## config.mk

```make
export PLATFORM = sky130hd
export DESIGN_NAME = pipe_stage_reg
export DESIGN_NICKNAME = d
export VERILOG_FILES = /design/src/rtl/pipe_stage_reg.sv
export SDC_FILE = /design/constraint.sdc
export NUM_CORES = 1
export LEC_CHECK = 0
export ABC_AREA = 1
export BUFFER_PORTS_ARGS = -buffer_cell sky130_fd_sc_hd__buf_2
export CAP_MARGIN = 20
export CORE_MARGIN = 5
export CORE_UTILIZATION = 39
export CTS_CLUSTER_SIZE = 8
export DETAILED_ROUTE_END_ITERATION = 16
export GPL_TIMING_DRIVEN = 0
export PLACE_DENSITY = 0.72
export SLEW_MARGIN = 25
export SYNTH_ARGS = -nofsm -noshare
export SYNTH_HDL_FRONTEND = slang
export SYNTH_SLANG_ARGS = --single-unit
```

## constraint.sdc

```tcl
create_clock -name clock -period 4.6 [get_ports clock]
set_input_delay 0.92 -clock clock [delete_from_list [all_inputs] [get_ports clock]]
set_output_delay 0.92 -clock clock [all_outputs]
set_load 0.005 [all_outputs]
```

## src/rtl/pipe_stage_reg.sv

```systemverilog
// Reusable inter-stage pipeline register with valid/ready handshake, optional
// two-entry skid buffer, synchronous flush and bubble-gated control bits.
module pipe_stage_reg #(
    parameter int CTRL_W = 9,
    parameter int DATA_W = 64,
    parameter int RD_W   = 5,
    parameter bit SKID   = 1'b1
) (
    input  logic              clock,
    input  logic              reset_n,
    input  logic              in_valid,
    output logic              in_ready,
    input  logic [CTRL_W-1:0] in_ctrl,
    input  logic [DATA_W-1:0] in_data,
    input  logic [RD_W-1:0]   in_rd,
    input  logic              flush,
    output logic              out_valid,
    input  logic              out_ready,
    output logic [CTRL_W-1:0] out_ctrl,
    output logic [DATA_W-1:0] out_data,
    output logic [RD_W-1:0]   out_rd,
    output logic [1:0]        occupancy
);

    typedef enum logic [1:0] {
        EMPTY = 2'd0,
        BUSY  = 2'd1,
        FULL  = 2'd2
    } state_t;

    state_t            state;
    logic [CTRL_W-1:0] mainCtrl_p0, skidCtrl_p0;
    logic [DATA_W-1:0] mainData_p0, skidData_p0;
    logic [RD_W-1:0]   mainRd_p0,   skidRd_p0;
    logic              accept;
    logic              fire;

    // With the skid buffer, in_ready depends only on the state flop, so no
    // combinational path runs from out_ready back upstream.
    assign out_valid = (state != EMPTY);
    assign in_ready  = SKID ? (state != FULL) : (out_ready || !out_valid);
    assign accept    = in_valid && in_ready;
    assign fire      = out_valid && out_ready;
    assign out_ctrl  = out_valid ? mainCtrl_p0 : '0;
    assign out_data  = mainData_p0;
    assign out_rd    = mainRd_p0;
    assign occupancy = state;

    always_ff @(posedge clock or negedge reset_n) begin
        if (!reset_n) begin
            state       <= EMPTY;
            mainCtrl_p0 <= '0;
            mainData_p0 <= '0;
            mainRd_p0   <= '0;
            skidCtrl_p0 <= '0;
            skidData_p0 <= '0;
            skidRd_p0   <= '0;
        end else if (flush) begin
            state <= EMPTY;
        end else begin
            case (state)
                EMPTY: begin
                    if (accept) begin
                        state       <= BUSY;
                        mainCtrl_p0 <= in_ctrl;
                        mainData_p0 <= in_data;
                        mainRd_p0   <= in_rd;
                    end
                end
                BUSY: begin
                    if (accept && fire) begin
                        mainCtrl_p0 <= in_ctrl;
                        mainData_p0 <= in_data;
                        mainRd_p0   <= in_rd;
                    end else if (accept) begin
                        // Only reachable with the skid buffer present.
                        state       <= FULL;
                        skidCtrl_p0 <= in_ctrl;
                        skidData_p0 <= in_data;
                        skidRd_p0   <= in_rd;
                    end else if (fire) begin
                        state <= EMPTY;
                    end
                end
                FULL: begin
                    if (fire) begin
                        state       <= BUSY;
                        mainCtrl_p0 <= skidCtrl_p0;
                        mainData_p0 <= skidData_p0;
                        mainRd_p0   <= skidRd_p0;
                    end
                end
                default: state <= EMPTY;
            endcase
        end
    end

endmodule

```

Yosys cells after proc, flatten, opt, wreduce, memory -nomap -nowiden
Cells that the tools add are included.

Register bits after elaboration: 158. Input bits: 83. Output and inout bits: 82. Word-level logic and storage cells: 48.

Equal/unequal tests: 10. Muxes and demuxes: 20. Bitwise operators: 2. Reductions and logical operators: 9.

Operators by type and width (number): 2-to-1 mux 64 bit (3); one-hot mux 64 bit (3 select lines) (1); 2-to-1 mux 9 bit (4); one-hot mux 9 bit (3 select lines) (1); 2-to-1 mux 5 bit (3); one-hot mux 5 bit (3 select lines) (1); 2-to-1 mux 2 bit (6); != test 3 bit (second input constant) (3); != test 2 bit (second input constant) (4); AND reduction 4 bit (2); one-hot mux 2 bit (3 select lines) (1); AND reduction 5 bit (1); != test 4 bit (second input constant) (1); logical AND 1 bit (3); nonzero test 3 bit (1); == test 2 x 1 -> 1 bit (second input constant) (1); == test 2 bit (second input constant) (1); zero test 2 bit (1); inverter 1 bit (2); nonzero test 2 bit (1).

Depth between registers and ports, before layout
Depth after elaboration: 7. Mapped depth: 10.

Worst setup path after synthesis
Ideal clock, no wire load.

Path type: input port to flip-flop. Start point: input in_valid. End point: register skidData_p0[33]. Data arrival time: 1.902 ns. Required time: 4.473 ns. Setup slack: 2.571 ns. Stages: 8. Cell sequence: inv_1 -> nor3_1 -> nand2_1 -> buf_4 -> buf_4 -> buf_4 -> nand2_1 -> o21ai_1.

Cells in the longest elaborated chain, start to end: 4.

RTL lines: from (decl) (line 11) `input logic in_valid,`; logical AND 1 bit * (line 42) `assign accept = in_valid && in_ready;`; logical AND 1 bit (line 71) `if (accept && fire) begin`; inverter 1 bit (no source line); AND reduction 4 bit (no source line) *; to (signal assigned) (line 79) `skidData_p0 <= in_data;`; to (decl) (line 33) `logic [DATA_W-1:0] mainData_p0, skidData_p0;`.

Every way passes the cells marked *; elsewhere a longest branch is shown, timed or not. A chain may end at the register's enable or synchronous reset.

Final worst setup path
Start point: register state[0] (netlist: occupancy[0]). End point: output in_ready.

Cells in the longest elaborated chain, start to end: 1.

RTL lines: from (decl) (line 31) `state_t state;`; from (signal assigned) (line 51) `state <= EMPTY;`; from (signal assigned) (line 59) `state <= EMPTY;`; from (signal assigned) (line 64) `state <= BUSY;`; != test 2 bit (line 41) `assign in_ready = SKID ? (state != FULL) : (out_ready || !out_valid);`; to (decl) (line 12) `output logic in_ready,`.

No other way between the ends.

==> flow_summary.json <==
{
  "grt_pass1_wl_mm": 32.0,
  "cts_setup_buffers": 0,
  "cts-resized-gates": 0,
  "critPathKind": "flop to primary output",
  "ys_seq_elements": 158,
  "fill_cells": 1792,
  "final-setup-viol-count": 0,
  "initial_utilization": 0.397,
  "yosysTopAreaCellShare": 0.552,
  "setup_slack_ns": 1.84,
  "fp.dieH_microns": 145,
  "vdd_ir_drop_max_mv": 0.236,
  "gp_congestion": 0.804,
  "syn_inst": 909,
  "synth_common_cells": "nand2_1 (383), o21ai_0 (182), dfrtp_1 (158)",
  "rows": 49,
  "p_leak_uw": 0.00481,
  "min_path_type": "input port to asynchronous set/reset pin",
  "design.core.area_sq_um": 18000,
  "cts_tree": "done",
  "die-area_sq_um": 21200,
  "ys_top_cells_by_area": "dfrtp_1 (55%), nand2_1 (20%), o21ai_0 (13%)",
  "numCtsBuffers": 17,
  "synth_largest_area_cell": "dfrtp_1",
  "pre_cts_ws_ns": 2.08,
  "synth.avg_cell_area_sq_um": 7.87,
  "antenna_left": 0,
  "hold_ws_ns": 0.446,
  "crit_fanout": 10,
  "totalWireLength_mm": 19.2,
  "relSlewSlack": 0.555,
  "finalNetCount": 1176,
  "drc": 0,
  "clock_path_buffers": 2,
  "outcome": "complete, no violations",
  "rsz0062_at_grt": "no",
  "port_buffers": 164,
  "min_period_ns": 2.76,
  "synth_edf_count": 0,
  "fin_util": 0.494,
  "powerDensity_nw_per_um2": 496,
  "ys_types": 22,
  "crit_required_ns": 3.68,
  "grt_pass1_vias": 6310,
  "skew_ns": 0.0117,
  "slew_violations": 0,
  "path_clk_slew_ns": 0.07,
  "wl_per_cell_microns": 14.4,
  "fmax_ghz": 0.362,
  "synthesis.area_sq_um": 7160,
  "worst_pin_slew_ns": 0.667,
  "grt_max_degree": 91,
  "ys.flop_type": "dfrtp_1",
  "grt_overflow_total": 0,
  "setup_tns_ns": 0,
  "syn_to_final_growth_pct": 24.4,
  "worstSetupEndpointType": "primary output",
  "dr.pass1.iters": 5,
  "worstPathArrival_ns": 1.84,
  "drtIter0Drc": 385,
  "fin_crit_sh": 0.601,
  "vias_per_cell": 4.84,
  "root_buffer": "clkbuf_16",
  "cts_hold_buf": 0,
  "ys_warn_count": 0,
  "cts_max_level": 4,
  "numPlacedInstances": 1303,
  "ios": 165,
  "worstSetupStartpointType": "flop",
  "fin_cells": 1336,
  "drive_gt1_frac": 0.203,
  "die_w_microns": 145,
  "yosysMostFrequentCell": "nand2_1",
  "hold_viol": 0,
  "grt_usage": 0.183,
  "ys_seq_area_frac": 0.552,
  "clkLatencyLatePin_ns": 0.42,
  "drv_cap": 0,
  "syn-num-nets": 992,
  "vias": 6472,
  "synthArstFlopShare": 1.00,
  "dp_hpwl_mm": 13.8,
  "antenna_found_initial": 5,
  "cts.sinks": 158
}
[final timing paths]
path | endpoint | cells past startpoint | slack, ns | from
min in group clock | skidData_p0[57] | 2 | 0.47 | skidData_p0[57]
worst max register to register | out_data[24] | 9 | 2.60 | occupancy[0]
worst max-delay path | in_ready | 4 | 1.84 | occupancy[0]
max in group asynchronous | skidData_p0[48] | 2 | 3.32 | reset_n
worst min register to register | skidData_p0[57] | 2 | 0.47 | skidData_p0[57]
worst min-delay path | mainCtrl_p0[4] | 1 | 0.45 | reset_n
[worst max-delay path, stage by stage, from the launching register on]
cell and delay, ns:
dfrtp_1 0.44, inv_1 0.10, nand2_1 0.27, clkbuf_1 0.41, buf_2 0.20
[where the power goes]
group          total, uW  internal [uW]  switching (uW)
combinational        948            395             552
clock               1410            856             557
sequential          2050           1830             226
[metal layers]
| layer | track usage | wire, microns | part of all wire | up-vias |
|---|---|---|---|---|
| met5 | 0 | 43 | 0.0022 | - |
| li1 | - | - | - | 3227 |
| met1 | 0.242 | 8520 | 0.44 | 3010 |
| met3 | 0.0455 | 1090 | 0.057 | 37 |
| met4 | 0.0658 | 514 | 0.027 | 8 |
| met2 | 0.292 | 9050 | 0.47 | 190 |
[through the flow]
step / total power [uW] / instance area, sq um
after global placement: 2990 / 8260
after CTS: 4460 / 8900
final: 4420 / 8900
after detailed placement: 3040 / 8300
after floorplan: 2570 / 7160
after global routing: 4720 / 8900
[cell type report]
type                    instances  area [sq um]  area share
well taps                     229           287      0.0322
repair buffers                165           858      0.0964
multi-input cells             618          2630       0.295
diodes                          1          2.50    0.000281
plain buffers                  60           299      0.0336
clock buffers                  23           488      0.0548
flip-flops and latches        158          3950       0.444
clock inverters                 9           109      0.0122
inverters                      73           274      0.0308
[state kept, by name, summed over array words and instances (netlist names)]
signal,flops
out_data,64
skidData_p0,64
mainCtrl_p0,9
skidCtrl_p0,9
out_rd,5
skidRd_p0,5
occupancy,2
[cell usage in the layout, fill, tap and decap left out, types with 2 or more instances in the layout]
cell,count
inv_1,72
o21ai_1,13
buf_2,176
dfrtp_1,158
clkbuf_8,4
clkinv_2,2
clkbuf_1,36
nand2_4,2
buf_4,5
nand3_1,20
o21ai_0,182
buf_1,2
clkinvlp_4,4
buf_6,5
bufinv_16,2
a21oi_1,2
nand2_1,383
clkbuf_16,17
nor2_1,10
[kinds of logic after synthesis]
group	share of synthesized area
buf+inv	0.0801
flops	0.552
simple gates	0.226
compound gates	0.141
Power figures use the tool's default switching activity.
